<file path="src/rtl/gpio_nibble_rx.sv">
// Receive-side decoder for the 4-bit GPIO nibble bus. It samples once per frame slot,
// drops pad codes, packs data nibbles into a record and presents it on END via valid/ready.
module gpio_nibble_rx #(
  parameter int              NIB_W        = 4,
  parameter int              MAX_NIBS     = 8,
  parameter int              PHASES       = 3,
  parameter int              SAMPLE_PHASE = 2,
  parameter logic [NIB_W-1:0] PAD_CODE    = 4'b1111,
  parameter logic [NIB_W-1:0] END_CODE    = 4'b1100,
  localparam int             CW           = $clog2(MAX_NIBS + 1),
  localparam int             RW           = MAX_NIBS * NIB_W
) (
  input  logic             clk,
  input  logic             rst,
  input  logic             ce,
  input  logic [NIB_W-1:0] gpio_in,
  input  logic             rec_ready,
  output logic             rec_valid,
  output logic [RW-1:0]    rec_data,
  output logic [CW-1:0]    rec_count,
  output logic             rec_ovf,
  output logic             rec_lost,
  output logic [1:0]       dbg_state_o
);

  localparam int PW = (PHASES > 1) ? $clog2(PHASES) : 1;

  typedef enum logic [1:0] {
    S_IDLE    = 2'd0,
    S_COLLECT = 2'd1,
    S_EMIT    = 2'd2
  } state_e;

  // Output handshake: rec_valid stays high with rec_data/rec_count/rec_ovf stable until an
  // edge where rec_ready is also high; that edge completes the transfer and drops rec_valid.

  state_e           state_q, state_d;
  logic [PW-1:0]    phase_q, phase_d;
  logic             samp_v_q, samp_v_d;
  logic [NIB_W-1:0] samp_q, samp_d;
  logic [RW-1:0]    buf_q, buf_d, buf_ins;
  logic [CW-1:0]    cnt_q, cnt_d;
  logic             ovf_q, ovf_d;
  logic             valid_q, valid_d;
  logic [RW-1:0]    data_q, data_d;
  logic [CW-1:0]    count_q, count_d;
  logic             rovf_q, rovf_d;
  logic             lost_q, lost_d;
  logic             is_data, is_end;

  always_ff @(posedge clk) begin
    if (rst) begin
      state_q  <= S_IDLE;
      phase_q  <= '0;
      samp_v_q <= 1'b0;
      samp_q   <= '0;
      buf_q    <= '0;
      cnt_q    <= '0;
      ovf_q    <= 1'b0;
      valid_q  <= 1'b0;
      data_q   <= '0;
      count_q  <= '0;
      rovf_q   <= 1'b0;
      lost_q   <= 1'b0;
    end else begin
      state_q  <= state_d;
      phase_q  <= phase_d;
      samp_v_q <= samp_v_d;
      samp_q   <= samp_d;
      buf_q    <= buf_d;
      cnt_q    <= cnt_d;
      ovf_q    <= ovf_d;
      valid_q  <= valid_d;
      data_q   <= data_d;
      count_q  <= count_d;
      rovf_q   <= rovf_d;
      lost_q   <= lost_d;
    end
  end

  // The bus is captured into samp_q on the strobe and decoded one edge later.
  always_comb begin
    phase_d  = phase_q;
    if (ce) phase_d = (phase_q == PW'(PHASES - 1)) ? '0 : phase_q + PW'(1);
    samp_v_d = ce && (phase_q == PW'(SAMPLE_PHASE));
    samp_d   = samp_v_d ? gpio_in : samp_q;
  end

  assign is_data = samp_v_q && (samp_q != PAD_CODE) && (samp_q != END_CODE);
  assign is_end  = samp_v_q && (samp_q == END_CODE);

  always_comb begin
    buf_ins = buf_q;
    for (int k = 0; k < MAX_NIBS; k++) begin
      if (CW'(k) == cnt_q) buf_ins[k*NIB_W +: NIB_W] = samp_q;
    end
  end

  always_comb begin
    state_d = state_q;
    buf_d   = buf_q;
    cnt_d   = cnt_q;
    ovf_d   = ovf_q;
    valid_d = valid_q;
    data_d  = data_q;
    count_d = count_q;
    rovf_d  = rovf_q;
    lost_d  = lost_q;
    case (state_q)
      S_IDLE: begin
        if (is_data) begin
          buf_d   = buf_ins;
          cnt_d   = CW'(1);
          state_d = S_COLLECT;
        end
      end
      S_COLLECT: begin
        if (is_data) begin
          if (cnt_q < CW'(MAX_NIBS)) begin
            buf_d = buf_ins;
            cnt_d = cnt_q + CW'(1);
          end else begin
            ovf_d = 1'b1;
          end
        end else if (is_end) begin
          data_d  = buf_q;
          count_d = cnt_q;
          rovf_d  = ovf_q;
          valid_d = 1'b1;
          state_d = S_EMIT;
        end
      end
      S_EMIT: begin
        if (is_data) lost_d = 1'b1;
        if (rec_ready) begin
          valid_d = 1'b0;
          buf_d   = '0;
          cnt_d   = '0;
          ovf_d   = 1'b0;
          state_d = S_IDLE;
        end
      end
      default: state_d = S_IDLE;
    endcase
  end

  assign rec_valid   = valid_q;
  assign rec_data    = data_q;
  assign rec_count   = count_q;
  assign rec_ovf     = rovf_q;
  assign rec_lost    = lost_q;
  assign dbg_state_o = state_q;

endmodule

</file>
<file path="config.mk">
export PLATFORM = sky130hd
export DESIGN_NAME = gpio_nibble_rx
export DESIGN_NICKNAME = d
export VERILOG_FILES = /design/src/rtl/gpio_nibble_rx.sv
export SDC_FILE = /design/constraint.sdc
export NUM_CORES = 1
export LEC_CHECK = 0
export CORE_MARGIN = 5
export CORE_UTILIZATION = 55
export CTS_CLUSTER_SIZE = 40
export DETAILED_ROUTE_END_ITERATION = 10
export DONT_BUFFER_PORTS = 1
export PLACE_DENSITY = 0.77
export SYNTH_ARGS = -nofsm -noshare
export SYNTH_HDL_FRONTEND = slang
export SYNTH_SLANG_ARGS = --single-unit
export TNS_END_PERCENT = 1
</file>
<file path="constraint.sdc">
create_clock -name clk -period 5.1 [get_ports clk]
set_clock_uncertainty 0.05 [all_clocks]
set_input_delay 1.02 -clock clk [delete_from_list [all_inputs] [get_ports clk]]
set_output_delay 1.02 -clock clk [all_outputs]
set_load 0.03 [all_outputs]
</file>
==> impl_metrics.env <==
export IMPL_cp_arrival_ns=3.03
export IMPL_reg2reg_depth=6
export IMPL_seq_area_frac_synth_pct=49.2
export IMPL_clk_pin_slew_worst_paths_ns=0.08
export IMPL_whs_endpoint="rec_data[12]"
export IMPL_cts_hold_buffers=0
export IMPL_fin_tns_setup_ns=0
export IMPL_hpwl_mm=4.73
export IMPL_grt_pass1_wl_mm=12.0
export IMPL_grt_max_degree=56
export IMPL_total_power_w=0.00133
export IMPL_hold_viol=0
export IMPL_cts_buffer_depth=2
export IMPL_synthCells=391
export IMPL_ir_worst_vdd_uv=224
export IMPL_fin_crit_sh_pct=55.4
export IMPL_drt_pass1_iter_count=4
export IMPL_portBuffers=0
export IMPL_synth_area_um2=3460
export IMPL_max_stage_delay_ns=0.62
export IMPL_cp_required_ns=5.31
export IMPL_fin_area_um2=3710
export IMPL_status="complete, no violations"
export IMPL_dpl_cell_count=446
export IMPL_r2r_end="cnt_q[0]"
export IMPL_dp_slack_ns=2.30
export IMPL_dpl_instance_area_um2=3470
export IMPL_cp_end_kind="flop"
export IMPL_post_cts_buffers=0
export IMPL_tightest_slew_ns=0.993
export IMPL_first_iter_violations=148
export IMPL_finalWirelength_mm=6.98
export IMPL_fin_cells=462
export IMPL_worst_slack_ns=2.27
export IMPL_cts_sinks=85
export IMPL_drc_errors=0
export IMPL_syn_to_final_growth_pct=7.27
export IMPL_fill_cells=557
export IMPL_min_path_type="flop to flop"
export IMPL_whs_path_depth=2
export IMPL_die_y_um=89.3
export IMPL_gp_congestion=0.809
export IMPL_row_count=28
export IMPL_synth_seq_cells=85
export IMPL_avgViaCountPerCell=5.56
export IMPL_drive_gt1_share_pct=7.24
export IMPL_start_util_pct=57.4
export IMPL_synth_cell_types=40
export IMPL_cp_cell_sequence="inv_1 -> ha_1 -> nor2b_1 -> a2111o_1 -> or3_1 -> o41ai_2"
export IMPL_hp_start="buf_q[12]"
export IMPL_avgSynthCellArea_um2=8.85
export IMPL_core_area_um2=6030
export IMPL_maxCapViolCount=0
export IMPL_cp_slowest_cell="dfxtp_1"
export IMPL_yosysWarnings=0
export IMPL_crit_path_max_fanout=15
export IMPL_wl_per_cell_um=15.1
export IMPL_fin_crit_ns=2.83
export IMPL_dieWidth_um=89.3
export IMPL_setup_violations=0
export IMPL_rrSetupSlack_ns=2.27
export IMPL_numCtsBuffers=9
export IMPL_antenna_left=0
export IMPL_cts_resized=0
export IMPL_worstSetupPathType="flop to flop"
export IMPL_io_pin_count=49
export IMPL_grt_pass1_vias=2541
export IMPL_final_nets=398
export IMPL_vias=2568
export IMPL_power_leakage_nw=1.21
export IMPL_globalRouteTotalUtil_pct=19.5
export IMPL_insertion_delay_ns=0.35
export IMPL_dieArea_um2=7980
export IMPL_start_kind="flop"
export IMPL_fmax_ghz=0.354
export IMPL_maxSlewHeadroom_pct=33.4
export IMPL_rr_startpoint="dbg_state_o[1]"
export IMPL_cts_max_level=3
export IMPL_antenna_found_initial=0
export IMPL_cts_root_buf="clkbuf_8"
export IMPL_cts_tree="done"
export IMPL_grt_ovfl_total=0
export IMPL_rsz0062_at_grt="false"
export IMPL_antennaDiodeCount=0
export IMPL_power_density_nw_per_um2=359
export IMPL_synthesis_nets=407
export IMPL_slew_viol_final=0
==> power by group <==
part	total, W	switching (W)	internal, W
Clock	0.000562	0.000237	0.000325
Combinational	0.0000875	0.0000574	0.0000302
Sequential	0.000685	0.0000152	0.000669
Total	0.00133	0.000309	0.00102
==> layer usage <==
| metal | track usage [%] | vias up | routed length [um] |
|---|---|---|---|
| met4 | 8.66 | 0 | 134 |
| li1 | - | 1305 | - |
| met3 | 5.44 | 15 | 428 |
| met1 | 23.6 | 1187 | 3170 |
| met5 | 0 | - | 0 |
| met2 | 32.2 | 61 | 3240 |
==> how the worst max path moves through the flow <==
stage | startpoint | endpoint | slack [ns]
2_1_floorplan | dbg_state_o[0] | cnt_q[0] | 2.73
3_3_place_gp | dbg_state_o[0] | cnt_q[0] | 2.38
3_5_place_dp | dbg_state_o[1] | cnt_q[0] | 2.30
4_1_cts | dbg_state_o[1] | cnt_q[0] | 2.28
5_1_grt | dbg_state_o[1] | cnt_q[1] | 2.05
6_report | dbg_state_o[1] | cnt_q[0] | 2.27
==> Yosys cell counts (all sizes together) <==
cell type,count,area share (%)
nand2,118,13
nor2,14,1.5
nor3b,1,0.22
o21bai,1,0.22
nor2b,5,0.90
a21oi,50,7.2
a311oi,1,0.25
inv,8,0.87
a32oi,1,0.25
buf,9,1.3
and2,1,0.18
and4,1,0.25
or4b,1,0.29
o211ai,1,0.22
a31oi,2,0.36
o41ai,5,1.5
nor3,11,3.5
clkbuf,13,1.4
mux2i,37,11
xnor2,1,0.25
ha,8,2.9
a31o,1,0.25
nand3,1,0.14
o311ai,2,0.51
clkinv,1,0.11
a21boi,1,0.22
a221oi,1,0.25
dfxtp,85,49
or3,2,0.36
nand3b,1,0.22
a2111o,1,0.33
a211o,1,0.25
nand4,4,0.72
o211a,1,0.29
==> area by class of cell <==
class | count | area, um2 | share of cell area (%)
Clock buffer | 10 | 128 | 3.44
Tap cell | 75 | 93.8 | 2.53
Sequential cell | 85 | 1700 | 45.9
Multi-Input combinational cell | 275 | 1630 | 43.9
Clock inverter | 6 | 111 | 3.00
Timing Repair Buffer | 2 | 15.0 | 0.405
Inverter | 9 | 33.8 | 0.910
==> critical path, delay by kind of cell, from the launching register on <==
family,cells,cell delay (ns)
fa+ha+maj,1,0.35
compound gates,2,0.87
simple gates,2,0.68
buf+inv,1,0.16
flops,1,0.62
==> sequential cells by signal, summed over array words and instances, names as in the netlist <==
register	count
rec_count	4
phase_q	2
dbg_state_o	2
rec_lost	1
rec_valid	1
samp_v_q	1
rec_ovf	1
samp_q	4
cnt_q	4
ovf_q	1
buf_q	32
rec_data	32
==> logic make-up (layout without fill, tap and decap cells) <==
| logic type | after synthesis | after routing | synth area share [%] |
|---|---|---|---|
| compound gates | 69 | 69 | 12.1 |
| fa+ha+maj | 8 | 8 | 2.89 |
| xor+xnor | 1 | 1 | 0.253 |
| buf+inv | 31 | 27 | 3.76 |
| simple gates | 160 | 160 | 21.1 |
| flops | 85 | 85 | 49.2 |
| mux | 37 | 37 | 10.7 |
==> metrics by stage <==
step | utilization, % | hold slack (ns)
after CTS | 61.6 | 0.402
after global placement | 57.6 | 0.386
after detailed placement | 57.6 | 0.389
after floorplan | - | 0.382
after global routing | 61.6 | 0.421
final | 61.6 | 0.396
==> placed cells by master (no fill, tap or decap), types with 3 or more instances in the layout <==
cell       synthesis  final
a21oi_1           50     50
bufinv_16          0      3
clkbuf_8           0      9
dfxtp_1           85     85
ha_1               8      8
inv_1              8      8
mux2i_1           37     37
nand2_1          118    118
nand4_1            4      4
nor2_1            14     14
nor2b_1            5      5
nor3_1             3      3
nor3_2             4      4
nor3_4             4      4
o41ai_1            4      4
Power figures use the tool's default switching activity.
==> patch (config.mk and constraints unchanged) <==
Make the reset (`rst`) asynchronous in one clocked block.
--- a/src/rtl/gpio_nibble_rx.sv
+++ b/src/rtl/gpio_nibble_rx.sv
@@ -48,7 +48,7 @@
   logic             lost_q, lost_d;
   logic             is_data, is_end;
 
-  always_ff @(posedge clk) begin
+  always_ff @(posedge clk or posedge rst) begin
     if (rst) begin
       state_q  <= S_IDLE;
       phase_q  <= '0;
Function: differs if rst is asserted again (counterexample within 10 cycles, from zero or initial values and one cycle with rst high); with rst held inactive, the same outputs for 10 cycles.
==> patch against the unedited design <==
Global-route usage fell by 1.3 points. Design area up 6.5%. Wire length is 0.73% higher. Sequential share of layout area up 7.9 points. Worst setup slack got worse by 0.48 ns. Area after synthesis grew 7.3%. Critical endpoint is now buf_q[17]$_DFFE_PP0P_. Sequential cell count stayed put. Largest cell class unchanged.
Power is not compared: it rests on default switching activity, and its combinational part moved more than twofold at a synthesized area within 25%.
==> patch: results (changes against the unedited design) <==
status:
  status: "finished clean"  # unchanged
timing:
  relSlewSlack: 0.496  # was 0.334
  drv_slew: 0  # unchanged
  hold_ws_ns: 0.447  # was 0.396 ns
  hold_viol: 0  # unchanged
place:
  portBuffers: 0  # unchanged
  post-dp-hpwl_mm: 4.83  # was 4.73 mm
  gp_congestion: 0.796  # was 0.809
detailed_routing:
  drtPass1Iterations: 4  # unchanged
  drt_iter0_drc: 158  # was 148
  num_vias: 2276  # was 2568
  wl_per_cell_um: 18.5  # was 15.1 um
synthesis:
  synth_area_leaders: "dfrtp_1 57%, mux2_4 8.9%, a32o_1 4.9%"  # was dfxtp_1 49%, nand2_1 13%, mux2i_1 11%
  yosysUniqueCellTypes: 38  # was 40
  ys_seq_area_frac: 0.573  # was 0.492
  synth_nets: 313  # was 407
  async_reset_ff_frac: 1.00  # was 0
  ys_top_cells_by_count: "85 x dfrtp_1, 35 x nand2_1, 22 x mux2_4"  # was 118 x nand2_1, 85 x dfxtp_1, 50 x a21oi_1
hold_path:
  hold_path_depth: 1  # was 2
  min_from: "buf_q[6]$_DFFE_PP0P_"  # was buf_q[12]$_SDFFE_PP0P_
  min_to: "buf_q[6]$_DFFE_PP0P_"  # was rec_data[12]$_SDFFE_PP0P_
clock_network:
  clk_latency_ns: 0.35  # about the same
  post_cts_buffers: 0  # unchanged
  clkSlewWorstSetupHoldPaths_ns: 0.09
  ctsLongestPathBuffers: 2  # unchanged
  cts_max_level: 3  # unchanged
  cts_buffers: 9  # unchanged
setup_path:
  r2r_cells: 7  # was 6
  r2r_slack_ns: 1.79  # was 2.27 ns
  crit_path_max_fanout: 18  # was 15
  r2r_end: "buf_q[17]$_DFFE_PP0P_"  # was cnt_q[0]$_SDFFE_PP0P_
  reg2reg_from: "dbg_state_o[0]$_DFFE_PP0P_"  # was dbg_state_o[1]$_SDFFE_PP0P_
  arrival_ns: 3.56  # was 3.03 ns
global_route:
  grt_usage: 0.182  # was 0.195
  grt_pass1_wl_mm: 11.9  # was 12.0 mm
  grt_max_degree: 48  # was 56
  grt_antenna_before_repair: 0  # unchanged
layout:
  drive_above_1_share: 0.193  # was 0.0724
## patch: layout make-up
| class | instances | area (um2) |
|---|---|---|
| Timing Repair Buffer | 3 | 22.5 |
| Clock inverter | 5 | 82.6 |
| Tap cell | 80 | 100 |
| Sequential cell | 85 | 2130 |
| Fill cell | 544 | 2730 |
| Inverter | 16 | 61.3 |
| Clock buffer | 11 | 151 |
| Multi-Input combinational cell | 180 | 1410 |
## patch: how the worst max path moves through the flow
stage	endpoint	cells past startpoint
4_1_cts	buf_q[17]$_DFFE_PP0P_	7
3_3_place_gp	buf_q[31]$_DFFE_PP0P_	7
6_report	buf_q[17]$_DFFE_PP0P_	7
3_5_place_dp	buf_q[23]$_DFFE_PP0P_	7
2_1_floorplan	buf_q[0]$_DFFE_PP0P_	1
5_1_grt	buf_q[17]$_DFFE_PP0P_	7
## patch: power by group through the flow
stage | registers [mW] | clock network (mW) | logic, mW
floorplan | 1.01 | 0 | 0.490
CTS | 1.04 | 0.548 | 0.612
global placement | 1.05 | 0 | 0.578
finish | 1.04 | 0.541 | 0.614
detailed placement | 1.06 | 0 | 0.606
global route | 1.06 | 0.585 | 0.695
## patch: per-layer routing
layer  global-route usage  up-vias  wire, um
met2                0.272       64      3280
li1                     -     1063         -
met3               0.0541        7       505
met5                    0        -         0
met4               0.0903        0        91
met1                0.241     1142      3150
## patch: stage by stage
step / cell area (um2) / cells / utilization / setup slack [ns] / total power, mW
final: 3950 / 380 / 0.592 / 1.79 / 2.20
after CTS: 3950 / 380 / 0.592 / 1.79 / 2.20
after floorplan: 3710 / 297 / - / 1.84 / 1.50
after detailed placement: 3720 / 364 / 0.557 / 1.85 / 1.66
after global routing: 3950 / 380 / 0.592 / 1.49 / 2.34
after global placement: 3720 / 364 / 0.557 / 1.97 / 1.63
## patch: logic make-up (layout without fill, tap and decap cells)
kind of cell	count (synthesis)	after routing	synth area share
flip-flops	85	85	0.573
AND/OR/NAND/NOR	67	67	0.0863
buffers and inverters	32	35	0.0475
XOR/XNOR	1	1	0.00236
multiplexers	34	34	0.125
AO/OA/AOI/OAI	70	70	0.139
adder cells (fa/ha/maj)	8	8	0.0270
## patch: worst max-delay path, cell delays in order (launching register included)
cell and delay, ns:
dfrtp_1 0.58, inv_1 0.13, ha_1 0.44, nor2b_1 0.27, or2_2 0.31, a221oi_2 0.59
and2_1 0.61, a32o_1 0.26
